File: src/rtl/baw_input_if.sv
// Board-side bundle for baw_input_ctrl: raw buttons and switches in,
// clean command strobe and live switch encoding out.
interface baw_input_if #(
  parameter int SW_W = 16
);
  localparam int IW = $clog2(SW_W);

  logic            btnCenter;
  logic            btnTop;
  logic            btnBottom;
  logic            btnLeft;
  logic            btnRight;
  logic [SW_W-1:0] sw;

  logic            cmd_valid;
  logic [2:0]      cmd_code;
  logic [IW-1:0]   cmd_sw_idx;
  logic            cmd_sw_ok;
  logic [IW-1:0]   sw_idx;
  logic            sw_onehot;
  logic            sw_none;

  modport master (
    output btnCenter, btnTop, btnBottom, btnLeft, btnRight, sw,
    input  cmd_valid, cmd_code, cmd_sw_idx, cmd_sw_ok,
    input  sw_idx, sw_onehot, sw_none
  );

  modport slave (
    input  btnCenter, btnTop, btnBottom, btnLeft, btnRight, sw,
    output cmd_valid, cmd_code, cmd_sw_idx, cmd_sw_ok,
    output sw_idx, sw_onehot, sw_none
  );
endinterface

File: src/rtl/baw_input_ctrl.sv
// Button sync/debounce/edge-detect and switch encoder for the baw game.
// Optional BAW_CMD_QUEUE_EN keeps simultaneous presses as pending commands.
module baw_input_ctrl #(
  parameter int DB_LIMIT = 1,
  parameter int SW_W     = 16
) (
  input logic       clk,
  input logic       rst,
  baw_input_if.slave bus
);
  localparam int IW = $clog2(SW_W);
  localparam int CW = $clog2(DB_LIMIT + 1);
  localparam logic [CW-1:0] LIM = CW'(DB_LIMIT - 1);

  logic [4:0]      btn;
  logic [4:0]      b_s1, b_s2;
  logic [4:0]      stable, stable_d;
  logic [4:0]      rise, cand, pick;
  logic [CW-1:0]   cnt [5];
  logic [SW_W-1:0] sw_s1, sw_s2;
  logic [IW-1:0]   idx_c;
  logic            onehot_c, none_c;
  logic [2:0]      code_c;

  // bit 0 is the highest priority (center)
  assign btn = {bus.btnRight, bus.btnLeft, bus.btnBottom,
                bus.btnTop, bus.btnCenter};

  always_ff @(posedge clk) begin
    if (rst) begin
      b_s1     <= '0;
      b_s2     <= '0;
      stable   <= '0;
      stable_d <= '0;
      sw_s1    <= '0;
      sw_s2    <= '0;
      for (int b = 0; b < 5; b++) cnt[b] <= '0;
    end else begin
      b_s1     <= btn;
      b_s2     <= b_s1;
      stable_d <= stable;
      sw_s1    <= bus.sw;
      sw_s2    <= sw_s1;
      for (int b = 0; b < 5; b++) begin
        if (b_s2[b] == stable[b]) begin
          cnt[b] <= '0;
        end else if (cnt[b] == LIM) begin
          stable[b] <= b_s2[b];
          cnt[b]    <= '0;
        end else begin
          cnt[b] <= cnt[b] + CW'(1);
        end
      end
    end
  end

  assign rise = stable & ~stable_d;

`ifdef BAW_CMD_QUEUE_EN
  logic [4:0] pend;

  assign cand = rise | pend;

  always_ff @(posedge clk) begin
    if (rst) pend <= '0;
    else     pend <= cand & ~pick;
  end
`else
  assign cand = rise;
`endif

  assign pick = cand & (~cand + 5'd1);

  always_comb begin
    code_c = 3'd0;
    unique case (1'b1)
      pick[0]: code_c = 3'd1;
      pick[1]: code_c = 3'd2;
      pick[2]: code_c = 3'd3;
      pick[3]: code_c = 3'd4;
      pick[4]: code_c = 3'd5;
      default: code_c = 3'd0;
    endcase
  end

  always_comb begin
    idx_c = '0;
    for (int i = SW_W - 1; i >= 0; i--) begin
      if (sw_s2[i]) idx_c = IW'(i);
    end
    none_c   = (sw_s2 == '0);
    onehot_c = !none_c && ((sw_s2 & (sw_s2 - SW_W'(1))) == '0);
  end

  always_ff @(posedge clk) begin
    if (rst) begin
      bus.cmd_valid  <= 1'b0;
      bus.cmd_code   <= 3'd0;
      bus.cmd_sw_idx <= '0;
      bus.cmd_sw_ok  <= 1'b0;
      bus.sw_idx     <= '0;
      bus.sw_onehot  <= 1'b0;
      bus.sw_none    <= 1'b1;
    end else begin
      bus.cmd_valid <= |pick;
      bus.cmd_code  <= code_c;
      if (|pick) begin
        bus.cmd_sw_idx <= bus.sw_idx;
        bus.cmd_sw_ok  <= bus.sw_onehot;
      end
      bus.sw_idx    <= idx_c;
      bus.sw_onehot <= onehot_c;
      bus.sw_none   <= none_c;
    end
  end
endmodule

File: src/flat_wrapper.sv
// flat-port wrapper written by rule: the top's interface ports become plain ports
module baw_input_ctrl_flat 
#(
  parameter int DB_LIMIT = 1,
  parameter int SW_W     = 16
)
  (clk, rst, bus_btnCenter, bus_btnTop, bus_btnBottom, bus_btnLeft, bus_btnRight, bus_sw, bus_cmd_valid, bus_cmd_code, bus_cmd_sw_idx, bus_cmd_sw_ok, bus_sw_idx, bus_sw_onehot, bus_sw_none);
  baw_input_if #(.SW_W(SW_W)) bus_i ();
  input logic clk;
  input logic rst;
  input wire logic [$bits(bus_i.btnCenter)-1:0] bus_btnCenter;
  input wire logic [$bits(bus_i.btnTop)-1:0] bus_btnTop;
  input wire logic [$bits(bus_i.btnBottom)-1:0] bus_btnBottom;
  input wire logic [$bits(bus_i.btnLeft)-1:0] bus_btnLeft;
  input wire logic [$bits(bus_i.btnRight)-1:0] bus_btnRight;
  input wire logic [$bits(bus_i.sw)-1:0] bus_sw;
  output wire logic [$bits(bus_i.cmd_valid)-1:0] bus_cmd_valid;
  output wire logic [$bits(bus_i.cmd_code)-1:0] bus_cmd_code;
  output wire logic [$bits(bus_i.cmd_sw_idx)-1:0] bus_cmd_sw_idx;
  output wire logic [$bits(bus_i.cmd_sw_ok)-1:0] bus_cmd_sw_ok;
  output wire logic [$bits(bus_i.sw_idx)-1:0] bus_sw_idx;
  output wire logic [$bits(bus_i.sw_onehot)-1:0] bus_sw_onehot;
  output wire logic [$bits(bus_i.sw_none)-1:0] bus_sw_none;
  assign bus_i.btnCenter = bus_btnCenter;
  assign bus_i.btnTop = bus_btnTop;
  assign bus_i.btnBottom = bus_btnBottom;
  assign bus_i.btnLeft = bus_btnLeft;
  assign bus_i.btnRight = bus_btnRight;
  assign bus_i.sw = bus_sw;
  assign bus_cmd_valid = bus_i.cmd_valid;
  assign bus_cmd_code = bus_i.cmd_code;
  assign bus_cmd_sw_idx = bus_i.cmd_sw_idx;
  assign bus_cmd_sw_ok = bus_i.cmd_sw_ok;
  assign bus_sw_idx = bus_i.sw_idx;
  assign bus_sw_onehot = bus_i.sw_onehot;
  assign bus_sw_none = bus_i.sw_none;
  baw_input_ctrl #(.DB_LIMIT(DB_LIMIT), .SW_W(SW_W)) u_core (.clk(clk), .rst(rst), .bus(bus_i));
endmodule
File: config.mk
export PLATFORM = sky130hd
export DESIGN_NAME = baw_input_ctrl_flat
export DESIGN_NICKNAME = d
export VERILOG_FILES = /design/src/rtl/baw_input_if.sv /design/src/rtl/baw_input_ctrl.sv /design/src/flat_wrapper.sv
export SDC_FILE = /design/constraint.sdc
export NUM_CORES = 1
export LEC_CHECK = 0
export ABC_AREA = 1
export ABC_CLOCK_PERIOD_IN_PS = 2700
export CAP_MARGIN = 20
export CORE_UTILIZATION = 30
export CTS_CLUSTER_DIAMETER = 120
export CTS_CLUSTER_SIZE = 20
export DETAILED_ROUTE_END_ITERATION = 8
export GPL_TIMING_DRIVEN = 0
export SLEW_MARGIN = 20
export SYNTH_ARGS = -nofsm -noshare
export SYNTH_HDL_FRONTEND = slang
export SYNTH_SLANG_ARGS = --single-unit
File: constraint.sdc
create_clock -name clk -period 2.7 [get_ports clk]
set_input_delay 0.54 -clock clk [delete_from_list [all_inputs] [get_ports clk]]
set_output_delay 0.54 -clock clk [all_outputs]
set_load 0.02 [all_outputs]
==> results.toml, run 1 <==
[status]
status = "finished clean"

[placed_design]
dp_hpwl_um = 2830
placed_area_um2 = 2990
numPortBuffers = 36
place_ws_ns = 0.974
place_congestion = 0.786

[logic_synthesis]
netlist_area_um2 = 2470
netlist.area_leader.share = 0.543
ys_warn_count = 0
syn-instance-count = 297
synth_area_leaders = "dfxtp_1 54%, nor2_1 11%, inv_1 9.4%"
syn_avg_cell_area_um2 = 8.31
ys_seq_elements = 72
ys_types = 27
ys_seq_area_frac = 0.604
synth_largest_area_cell = "dfxtp_1"

[clock_tree]
cts_buffers = 9
cts-resized-gates = 0
clock_sinks = 72
root_buffer = "clkbuf_8"
cts.clk_slew.worst_paths_ns = 0.07
cts_tree = "done"
cts_hold_buffers = 0
clock_latency_ns = 0.34
h-tree-depth = 3
cts_buffer_depth = 2
cts_setup_buffers = 0

[sta]
fin_setup_tns_ns = 0
relSlewSlack = 0.637
setup_viol = 0
rsz0062_at_grt = "false"
worst_pin_slew_ns = 0.545
drv_slew = 0
timing.final.crit_share = 0.678
layout_min_cycle_time_ns = 1.83
fmax_mhz = 547
finalClockSkew_ns = 0.00841
worst_slack_ns = 0.870
hold_viol_final = 0

[global_route]
grt_max_degree = 13
grt_pass1_vias = 1567
antenna_found_initial = 0
grt-ovfl-total = 0
grt.total_usage = 0.102
grt_pass1_wl_um = 6670

[detailed_routing]
drt_pass1_iterations = 4
initialDrtViolationCount = 40
vias_per_cell = 3.84
vias = 1761
drcViolationCount = 0
ant_nets = 0
wl_per_cell_um = 8.27
wl_um = 3800

[pwr]
p_int_mw = 1.68
p_leak_nw = 1.43
combPwrFrac = 0.120
p_sw_mw = 0.551
seqPwrFrac = 0.526
fin_total_pwr_mw = 2.23
p_clk_frac = 0.354
powerDensity_nw_per_um2 = 702
vdd_drop_max_v = 0.000246
swShare = 0.247

[worst_hold_path]
hold_path_depth = 2
min-delay-start = "u_core.sw_s1[15]"
hold_class = "reg -> reg"

[setup_path]
path_delay_family = "buffers and inverters"
max_stage_delay_ns = 0.60
crit_chain = "clkdlybuf4s50_1"
crit_start = "u_core.bus.sw_idx[1]"
crit_arrival_ns = 1.29
worstPathRequired_ns = 2.16
path_buf_inv = 1
cp_max_fo = 2
worstSetupPathType = "reg -> out"
reg2regPathDepth = 8
worst_setup_path_start_kind = "register"
worst-path-stages = 1
r2r-start = "u_core.sw_s2[4]"
cp_slowest_cell = "clkdlybuf4s50_1"
end_kind = "primary output"

[die]
fp.coreArea_um2 = 7850
die_x_um = 92.7
dieArea_um2 = 8600
io-pin-count = 38
rows = 32
fp.dieH_um = 92.7
initial_core_util = 0.315

[cells_and_area]
drive_above_1_share = 0.0896
stdcell_area_um2 = 3180
nFillCells = 822
utilization = 0.405
layout_commonest_cell = "nor2_1"
nets = 375
synthToLayoutAreaGrowth_pct = 28.8
antennaDiodeCount = 0
mostFrequentLayoutCells = "70 x nor2_1, 67 x dfxtp_1, 62 x inv_1"

[job]
cap_viol_max_count = 0
## metal layers
layer	global-route usage	vias up	part of all wire
li1	-	984	-
met1	0.123	733	0.51
met2	0.159	37	0.42
met3	0.0345	7	0.050
met4	0.0538	0	0.021
met5	0	-	0
## flip-flops by register name, summed over array words and instances (netlist names), 3 cells and up
name and count:
u_core.stable_d 5, u_core.bus.cmd_code 3, u_core.b_s2 5, u_core.sw_s1 16
u_core.bus.sw_idx 4, u_core.stable 5, u_core.cnt 5, u_core.b_s1 5
u_core.sw_s2 16, u_core.bus.cmd_sw_idx 4
## tightest hold or removal path, cell delays in order (launching register included)
cell and delay, ns:
dfxtp_1 0.30, inv_1 0.04, nor2_1 0.03
## stage by stage
stage / cells / hold WS, ns
6_report: 459 / 0.403
5_1_grt: 459 / 0.419
4_1_cts: 459 / 0.403
3_5_place_dp: 443 / 0.393
3_3_place_gp: 443 / 0.392
2_1_floorplan: 305 / 0.388
## cells by family (layout without fill, tap and decap cells)
logic type	Yosys count	count (layout)	synth area share
AOI/OAI and AO/OA	35	35	0.0786
buffers and inverters	73	125	0.111
DFF	72	72	0.604
other	2	10	0.00304
and+or+nand+nor	115	115	0.203
## Yosys cell counts (all sizes together)
cell type,n
a211oi,2
a21o,1
a21oi,11
a22oi,1
a31oi,1
and3,1
clkbuf,7
conb,2
dfxtp,67
edfxtp,5
inv,66
nand2,25
nand3,2
nor2,75
nor3,9
nor4,1
o2111ai,1
o21ai,18
or2,2
## final cells by class
cell class	instances	area (µm²)	share of cell area
sequential	72	1490	0.469
multi-input combinational	160	733	0.231
timing repair buffer	36	360	0.113
inverter	66	248	0.0779
clock buffer	12	166	0.0523
tap	102	128	0.0401
clock inverter	4	26.3	0.00826
buffer	7	26.3	0.00826
## power groups by stage
stage	Clock, mW	Sequential, mW	Combinational (mW)
floorplan	0	1.22	0.134
global placement	0	1.20	0.268
detailed placement	0	1.20	0.271
CTS	0.811	1.17	0.272
global route	0.862	1.18	0.303
finish	0.790	1.17	0.268
## worst paths after layout
path / to / slack (ns)
worst max-delay path: bus_sw_idx[1] / 0.87
worst min-delay path: u_core.sw_s2[15] / 0.40
worst max register to register: u_core.bus.sw_onehot / 1.35
worst min register to register: u_core.sw_s2[15] / 0.40
No activity file was read; power rests on OpenSTA's default activity.
==> inputs of run 2 (changes only) <==
- ABC_CLOCK_PERIOD_IN_PS: 2700 -> 1600
- clock period: 2.7 -> 1.6 ns (I/O delays scaled with it)
==> run 2 against run 1 <==
Net effect: first-iteration DRC count up 7.5%; core utilization down 0.080 points; critical path depth stayed put; highest routed layer unchanged.
==> results.toml, run 2 (synthesis gave the netlist of run 1 again) <==
[sta]
setup_viol = 0
drv_slew = 0
layout_min_cycle_time_ns = 1.56
fin_setup_tns_ns = 0
timing.final.crit_share = 0.973
finalClockSkew_ns = 0.00756
fin_hold_ws_ns = 0.403
rsz0062_at_grt = "false"
worst_pin_slew_ns = 0.539
hold_viol_final = 0
relSlewSlack = 0.641
fmax_mhz = 643

[setup_path]
worstSetupPathType = "reg -> out"
crit_chain = "clkdlybuf4s50_1"
worst-r2r-setup-slack_ns = 0.25
cp_max_fo = 1
crit_arrival_ns = 1.24
path_buf_inv = 1
reg2regPathDepth = 8
end_kind = "primary output"
r2r-start = "u_core.sw_s2[4]"
worstPathRequired_ns = 1.28
worstReg2RegEnd = "u_core.bus.sw_onehot"
max_stage_delay_ns = 0.59
worst_setup_path_start_kind = "register"
path_delay_family = "buffers and inverters"
cp_slowest_cell = "clkdlybuf4s50_1"

[detailed_routing]
wl_um = 3800
drcViolationCount = 0
vias_per_cell = 3.85
vias = 1765
drt_pass1_iterations = 4
initialDrtViolationCount = 43
wl_per_cell_um = 8.28
ant_nets = 0

[cells_and_area]
antennaDiodeCount = 0
stdcell_area_um2 = 3170
nets = 375
synthToLayoutAreaGrowth_pct = 28.5
nFillCells = 825
multiInputGateArea_um2 = 733
mostFrequentLayoutCells = "70 x nor2_1, 67 x dfxtp_1, 62 x inv_1"
drive_above_1_share = 0.0896
layout_commonest_cell = "nor2_1"
utilization = 0.404
top_regs = "u_core.sw_s1 (16), u_core.sw_s2 (16)"
regArea_um2 = 1490

[clock_tree]
cts_tree = "done"
cts_buffers = 9
cts.clk_slew.worst_paths_ns = 0.07
clock_latency_ns = 0.34
clock_sinks = 72
cts_hold_buffers = 0
cts_setup_buffers = 0
cts_buffer_depth = 2
root_buffer = "clkbuf_8"
h-tree-depth = 3

[die]
dieArea_um2 = 8600
rows = 32
fp.dieH_um = 92.7
io-pin-count = 38
die_x_um = 92.7
initial_core_util = 0.315
fp.coreArea_um2 = 7850

[worst_hold_path]
min-delay-start = "u_core.sw_s1[15]"
min_to = "u_core.sw_s2[15]"
hold_path_depth = 2
hold_class = "reg -> reg"

[global_route]
grt_pass1_wl_um = 6670
use_met1 = 0.123
busiest_layer = "met2"
met3_usage = 0.0345
grt_pass1_vias = 1567
grt.total_usage = 0.102
antenna_found_initial = 0
grt-ovfl-total = 0
grt.met2_usage = 0.159
grt_max_degree = 13

[placed_design]
place_congestion = 0.786
placed_area_um2 = 2990
numPortBuffers = 36
dp_hpwl_um = 2830

[status]
status = "finished clean"

[job]
cap_viol_max_count = 0

[pwr]
p_leak_nw = 1.49
powerDensity_nw_per_um2 = 1180
vdd_drop_max_v = 0.000408
run 2: cell count changes in the layout (fill, tap and decap cells not counted), sizes merged:
cell | previous run | this run
clkdlybuf4s50 | 36 | 25
dlygate4sd2 | 0 | 9
dlymetal6s2s | 0 | 2
run 2: metrics by stage:
stage               total power [mW]  std cells  worst slack, ns
detailed placement              2.48        443           0.0941
finish                          3.74        459           0.0439
global placement                2.47        443           0.0830
global route                    3.94        459        0.0000964
CTS                             3.79        459          0.00119
floorplan                       2.29        305            0.388
run 2: worst max path at each step:
stage	startpoint	cells after the start	slack (ns)	to
finish	u_core.bus.cmd_code[1]	1	0.04	bus_cmd_code[1]
global route	u_core.bus.cmd_code[2]	1	0.0001	bus_cmd_code[2]
CTS	u_core.bus.cmd_sw_idx[3]	1	0.001	bus_cmd_sw_idx[3]
detailed placement	rst	3	0.09	u_core.bus.sw_idx[3]
global placement	rst	3	0.08	u_core.bus.sw_idx[3]
floorplan	u_core.sw_s2[4]	8	0.39	u_core.bus.sw_onehot
run 2: where the power goes:
| group | switching (mW) | leakage (nW) | internal, mW |
|---|---|---|---|
| Combinational | 0.243 | 0.789 | 0.189 |
| Clock | 0.635 | 0.0975 | 0.697 |
| Sequential | 0.0489 | 0.603 | 1.93 |
run 2: layer usage:
layer / up-vias / wire [µm] / share of wire
li1: 984 / - / -
met1: 733 / 1920 / 0.51
met2: 41 / 1600 / 0.42
met3: 7 / 202 / 0.053
met4: 0 / 78 / 0.021
met5: - / 0 / 0
run 2: repair_timing:
| item | in CTS | in global routing |
|---|---|---|
| endpoints found under the setup margin | 9 | 2 |
| resized for setup | 9 | 2 |
| gates cloned | 0 | 0 |
| endpoints found under the hold margin | 0 | 0 |
run 2: layout make-up:
class | instances | area share
Clock inverter | 4 | 0.00828
Tap cell | 102 | 0.0402
Multi-Input combinational cell | 160 | 0.231
Clock buffer | 12 | 0.0524
Timing Repair Buffer | 36 | 0.112
Buffer | 7 | 0.00828
Sequential cell | 72 | 0.470
Inverter | 66 | 0.0781
==> inputs of run 3 (changes only) <==
- CORE_ASPECT_RATIO: not set -> 1.75
==> run 3 against run 2 <==
Net effect: the flow now finishes with violations (design-rule violations); count of clock-buffer cells in the layout grew 3; non-clock buffer count is the same; design area grew 2.7%; largest cell class unchanged.
==> results.toml, run 3 (synthesis gave the netlist of run 1 again) <==
[setup_path]
worstSetupPathType = "reg -> out"
worstPathRequired_ns = 1.28
end_kind = "primary output"
path_buf_inv = 1
crit_arrival_ns = 1.25
worst_setup_path_start_kind = "register"
max_stage_delay_ns = 0.60
path_delay_family = "buffers and inverters"
cp_slowest_cell = "clkdlybuf4s50_1"
crit_chain = "clkdlybuf4s50_1"
cp_max_fo = 2
worst-r2r-setup-slack_ns = 0.23

[detailed_routing]
vias = 1847
vias_per_cell = 4.14
wl_per_cell_um = 9.24
drcViolationCount = 8
drt_pass1_iterations = 6
wl_um = 4120
ant_nets = 0
initialDrtViolationCount = 63

[sta]
fin_setup_tns_ns = 0
relSlewSlack = 0.646
drv_slew = 0
finalClockSkew_ns = 0.00292
layout_min_cycle_time_ns = 1.57
fmax_mhz = 637
worst_pin_slew_ns = 0.530
setup_viol = 0
rsz0062_at_grt = "false"
hold_viol_final = 0
timing.final.crit_share = 0.982

[global_route]
antenna_found_initial = 0
grt.total_usage = 0.110
grt_pass1_vias = 1737
grt_pass1_wl_um = 6970
grt-ovfl-total = 0
grt_max_degree = 11

[cells_and_area]
top_regs = "u_core.sw_s1 (16), u_core.sw_s2 (16)"
multiInputGateArea_um2 = 733
synthToLayoutAreaGrowth_pct = 32.0
layout_commonest_cell = "nor2_1"
mostFrequentLayoutCells = "70 x nor2_1, 67 x dfxtp_1, 62 x inv_1"
utilization = 0.409
nets = 375
antennaDiodeCount = 0
drive_above_1_share = 0.0787
regArea_um2 = 1490
nFillCells = 812

[status]
violations = "design-rule violations"
status = "finished, violations left"

[die]
dieArea_um2 = 8610
io-pin-count = 38
rows = 43
fp.dieH_um = 122
die_x_um = 70.6
fp.coreArea_um2 = 7960
initial_core_util = 0.310

[pwr]
vdd_drop_max_v = 0.000543
p_leak_nw = 1.59
powerDensity_nw_per_um2 = 1290

[worst_hold_path]
hold_class = "reg -> reg"

[placed_design]
place_congestion = 0.837
dp_hpwl_um = 3060
numPortBuffers = 36

[job]
cap_viol_max_count = 0

[clock_tree]
root_buffer = "clkbuf_16"
clock_sinks = 72
h-tree-depth = 3
cts-resized-gates = 0
cts_tree = "done"
cts_buffer_depth = 2
cts.clk_slew.worst_paths_ns = 0.05
clock_latency_ns = 0.32
cts_buffers = 9
cts_hold_buffers = 0
cts_setup_buffers = 0
==> run 3: cell count changes in the layout (fill, tap and decap cells not counted), sizes merged <==
cell           previous run  this run
dlygate4sd2               9         0
clkbuf                   19        22
clkinv                    3         0
dlymetal6s2s              2         8
clkinvlp                  1         0
clkdlybuf4s50            25        28
==> run 3: final timing paths <==
kind	startpoint	to	cells after the start
min reg2reg	u_core.sw_s1[13]	u_core.sw_s2[13]	2
max reg2reg	u_core.stable[1]	u_core.bus.cmd_sw_idx[1]	9
max	u_core.bus.sw_idx[3]	bus_sw_idx[3]	1
min	u_core.sw_s1[13]	u_core.sw_s2[13]	2
==> run 3: worst reg2reg max path: cells and delay by family, from the launching register on <==
kind | cells | cell delay [ns]
and+or+nand+nor | 6 | 0.73
DFF | 1 | 0.30
buffers and inverters | 2 | 0.15
AOI/OAI and AO/OA | 1 | 0.09
==> run 3: layout make-up <==
class | instances | share of cell area
repair buffers | 36 | 0.117
clock buffers | 15 | 0.0821
inverters | 66 | 0.0760
multi-input cells | 160 | 0.225
flip-flops and latches | 72 | 0.458
well taps | 90 | 0.0345
plain buffers | 7 | 0.00806
==> run 3: metrics by stage <==
step | power (mW) | cells | instance area (µm²) | hold slack [ns] | setup WS, ns
global route | 4.38 | 446 | 3260 | 0.410 | 0.00532
floorplan | 2.29 | 305 | 2500 | 0.388 | 0.388
global placement | 2.47 | 431 | 2970 | 0.391 | 0.153
detailed placement | 2.48 | 431 | 2970 | 0.394 | 0.122
CTS | 4.27 | 446 | 3240 | 0.402 | 0.00208
finish | 4.21 | 446 | 3260 | 0.400 | 0.0294
==> run 3: report_power, final <==
part | internal [mW] | switching [mW] | total, mW
Sequential | 1.94 | 0.0499 | 1.98
Combinational | 0.204 | 0.250 | 0.454
Clock | 1.13 | 0.641 | 1.77
Total | 3.26 | 0.941 | 4.21
==> run 3: metal layers <==
layer  up-vias  GRT usage  share of wire
met5         -          0              0
met4         0     0.0800          0.041
met3        13     0.0380          0.048
met2        48      0.215           0.55
met1       802     0.0860           0.36
li1        984          -              -
==> patch 1, RTL diff (flow settings as in run 1) <==
`SW_W` is set to 16 in 3 places; all go to 32.
--- a/src/rtl/baw_input_if.sv
+++ b/src/rtl/baw_input_if.sv
@@ -3,3 +3,3 @@
 interface baw_input_if #(
-  parameter int SW_W = 16
+  parameter int SW_W = 32
 );
--- a/src/rtl/baw_input_ctrl.sv
+++ b/src/rtl/baw_input_ctrl.sv
@@ -4,3 +4,3 @@
   parameter int DB_LIMIT = 1,
-  parameter int SW_W     = 16
+  parameter int SW_W     = 32
 ) (
--- a/src/flat_wrapper.sv
+++ b/src/flat_wrapper.sv
@@ -4,3 +4,3 @@
   parameter int DB_LIMIT = 1,
-  parameter int SW_W     = 16
+  parameter int SW_W     = 32
 )
Ports: changed (resized bus_cmd_sw_idx, bus_sw and bus_sw_idx); port bits go from 38 to 56. The function was not compared with the original's and may differ.
==> patch 1 against run 1 <==
Design area is 57% higher. Total power is 57% higher. Critical path depth is 10 higher. Routed wire length is 98% higher. Register-to-register slack worse by 0.95 ns. Die area is 55% higher. Sequential share of layout area is 3.4 points lower. Hold slack worse by 0.0033 ns. Sequential cell count is 34 higher. Sequential power is 46% higher. Setup slack worse by 0.47 ns. Synthesized area is 57% higher. Non-clock buffer count is 22 higher. Critical endpoint is now u_core.bus.sw_onehot$_SDFF_PP0_.
==> patch 1: results <==
group,metric,value,unit
run_status,status,"finished clean",
logic_synthesis,synth_cell_types,33,
final_layout,fin_cells,758,
global_routing,grt_pass1_wl,13200,um
power,seqPwrFrac,0.487,
power,max-vdd-ir-drop,0.321,mV
power,internal-power,2.61,mW
route,met1_length,3420,um
power,p_seq,1.71,mW
worst_setup_path,worstRegToRegCells,11,
power,leakagePower,2.32,nW
logic_synthesis,synth_common_cells,"nor2_1 (126), inv_1 (122), dfxtp_1 (101)",
route,ant_nets,0,
worst_setup_path,critPathSlowestCell,"dfxtp_1",
global_routing,grtUsageTotal,0.128,
logic_synthesis,synth_area_leaders,"dfxtp_1 (52%), nor2_1 (12%), inv_1 (12%), nand2_1 (6.0%), edfxtp_1 (3.9%)",
worst_setup_path,critPathMaxFanout,4,
global_routing,grt_pass1_vias,3023,
global_routing,grtUsageMet3,0.0356,
min_path,hold_end,"u_core.sw_s2[28]$_SDFF_PP0_",
clock_tree,cts-resized-gates,0,
timing,holdWs,0.399,ns
route,wl_per_cell,9.94,um
worst_setup_path,cp_top_family,"simple AND/OR/NAND/NOR gates",
timing,worstMarginPinSlew,0.571,ns
global_routing,grt_max_degree,22,
route,vias,3097,
final_layout,drive_gt1_frac,0.0478,
clock_tree,root_buffer,"clkbuf_16",
power,pwr-share-comb,0.122,
logic_synthesis,syn_area_per_cell,7.62,um^2
placed_design,io_buffers,55,
worst_setup_path,end_kind,"register",
placed_design,dp_cells,742,
placed_design,dpl.hpwl,5880,um
global_routing,grt_util_met2,0.220,
timing,skew,0.00854,ns
worst_setup_path,cp.required,2.93,ns
min_path,hp-start,"u_core.sw_s1[28]$_SDFF_PP0_",
clock_tree,path_clk_slew,0.07,ns
worst_setup_path,rrSetupSlack,0.40,ns
placed_design,gp_congestion,0.856,
final_layout,reg_top3,"u_core.sw_s1 (32), u_core.sw_s2 (32)",
route,wl_met3,274,um
final_layout,final_nets,620,
route,drt_iter0_markers,160,
global_routing,antenna_found_initial,0,
worst_setup_path,crit_path_start,"u_core.sw_s2[7]$_SDFF_PP0_",
global_routing,use_met1,0.149,
patch 1: cell type report:
class / instances / area, um^2
fill: 1302 / 7570
inverter: 123 / 462
timing repair buffer: 55 / 551
buffer: 10 / 37.5
clock buffer: 9 / 225
sequential: 106 / 2170
tap: 172 / 215
clock inverter: 7 / 113
multi-input combinational: 276 / 1220
patch 1: stage by stage:
stage                     instance area (um^2)  worst slack, ns
after CTS                                 5000            0.441
after global placement                    4660            0.375
after global routing                      5000            0.183
after floorplan                           3890            0.810
after detailed placement                  4660            0.380
final                                     5000            0.403
patch 1: cell families (layout without fill, tap and decap cells):
| kind of cell | count (synthesis) | count (layout) | synth area share |
|---|---|---|---|
| flops | 106 | 106 | 0.562 |
| buf+inv | 133 | 204 | 0.129 |
| other cells | 2 | 10 | 0.00194 |
| compound gates | 53 | 53 | 0.0810 |
| simple gates | 213 | 213 | 0.226 |
==> patch 2, RTL diff (config.mk and constraints of run 1) <==
Made on the original files. Add a define of `BAW_CMD_QUEUE_EN`.
--- a/src/rtl/baw_input_ctrl.sv
+++ b/src/rtl/baw_input_ctrl.sv
@@ -2,2 +2,4 @@
 // Optional BAW_CMD_QUEUE_EN keeps simultaneous presses as pending commands.
+`define BAW_CMD_QUEUE_EN
+
 module baw_input_ctrl #(
Function: changed (a bounded check fails within 10 cycles, from zero or initial values and one cycle with rst high).
==> patch 2 against run 1 <==
Die area grew 6.5%. Cell count grew 4.4%. Total power grew 15%. Design area grew 7.4%. Fmax shrank 2.7%. Synthesized area grew 6.6%. Sequential cell count grew 4. Global-route usage grew 1.7 points. Setup slack lost 0.051 ns. Routed wire length grew 20%.
==> patch 2: results <==
group,metric,value,unit
run_status,status,"finished clean",
clock_tree,path_clk_slew,0.07,ns
global_routing,grt_max_degree,13,
route,drt_first_pass_iters,4,
logic_synthesis,synth_area_leaders,"dfxtp_1 (54%), nor2_1 (9.1%), inv_1 (8.4%), edfxtp_1 (5.7%), nand2_1 (3.9%)",
logic_synthesis,seq_area_frac_synth,0.597,
worst_setup_path,max_stage_delay,0.63,ns
clock_tree,root_buffer,"clkbuf_8",
clock_tree,cts.htree.levels,3,
final_layout,drive_gt1_frac,0.110,
logic_synthesis,synth_common_cells,"dfxtp_1 (71), nor2_1 (64), inv_1 (59)",
logic_synthesis,syn_area_per_cell,8.41,um^2
timing,skew,0.00408,ns
clock_tree,clockBufferDepth,2,
power,max-vdd-ir-drop,0.246,mV
route,drt_iter0_markers,87,
route,viasPerCell,4.07,
logic_synthesis,synth_cell_types,29,
power,leakagePower,1.53,nW
placed_design,dp_cells,463,
worst_setup_path,critPathMaxFanout,2,
global_routing,grt_pass1_wl,7810,um
worst_setup_path,critPathSlowestCell,"clkdlybuf4s50_1",
clock_tree,clk_latency,0.34,ns
final_layout,diodes,0,
clock_tree,cts-resized-gates,0,
route,vias,1948,
placed_design,pre_cts_ws,0.522,ns
timing,max-slew-margin-rel,0.621,
logic_synthesis,synth_edf_count,5,
clock_tree,numCtsBuffers,9,
route,wirelength,4560,um
logic_synthesis,yosysWarnings,0,
final_layout,final_nets,392,
placed_design,dpl.hpwl,3350,um
logic_synthesis,synthFlopType,"dfxtp_1",
global_routing,antenna_found_initial,0,
placed_design,io_buffers,37,
global_routing,grtUsageTotal,0.118,
worst_setup_path,cp_top_family,"buffers and inverters",
clock_tree,cts_setup_buffers,0,
logic_synthesis,postSynth.asyncResetShare,0,
global_routing,grt_pass1_vias,1834,
min_path,min_path_type,"reg2reg",
placed_design,gp_congestion,0.857,
placed_design,postPlaceCellArea,0.00316,mm^2
final_layout,reg_top3,"u_core.sw_s1 (16), u_core.sw_s2 (16)",
==> patch 2: worst min-delay path, stage by stage (launching register included) <==
cell,delay (ns)
dfxtp_1,0.30
inv_1,0.04
nor2_1,0.03
==> patch 2: path summary, 6_finish.rpt <==
| check | startpoint | end | cells after the start | slack (ns) |
|---|---|---|---|---|
| setup / recovery | u_core.bus.sw_idx[0]$_SDFF_PP0_ | bus_sw_idx[0] | 1 | 0.82 |
| hold / removal | u_core.b_s1[4]$_SDFF_PP0_ | u_core.b_s2[4]$_SDFF_PP0_ | 2 | 0.40 |
| setup reg to reg | u_core.stable[2]$_SDFFE_PP0N_ | u_core.bus.cmd_code[2]$_SDFF_PP0_ | 8 | 1.28 |
| hold reg to reg | u_core.b_s1[4]$_SDFF_PP0_ | u_core.b_s2[4]$_SDFF_PP0_ | 2 | 0.40 |
==> patch 2: cells by family after synthesis <==
kind of cell,synth area share
AOI/OAI and AO/OA,0.0756
other,0.00285
and+or+nand+nor,0.213
DFF,0.597
buffers and inverters,0.111
==> patch 2: cell type report <==
cell class	count	area [um^2]
plain buffers	7	26.3
clock buffers	12	155
clock inverters	4	95.1
fillers	854	4930
inverters	71	267
multi-input cells	167	797
flip-flops and latches	76	1570
well taps	105	131
repair buffers	37	370
==> patch 2: per-layer routing <==
metal / track usage / routed length [um] / vias to the layer above
met4: 0.0958 / 201 / 0
li1: - / - / 1042
met5: 0 / 0 / -
met2: 0.183 / 1970 / 55
met1: 0.136 / 2120 / 835
met3: 0.0343 / 266 / 16
==> patch 2: where the power goes <==
group / switching [mW] / internal [mW] / total [mW]
logic: 0.157 / 0.123 / 0.279
clock network: 0.391 / 0.663 / 1.05
registers: 0.0308 / 1.20 / 1.23
total: 0.578 / 1.99 / 2.56
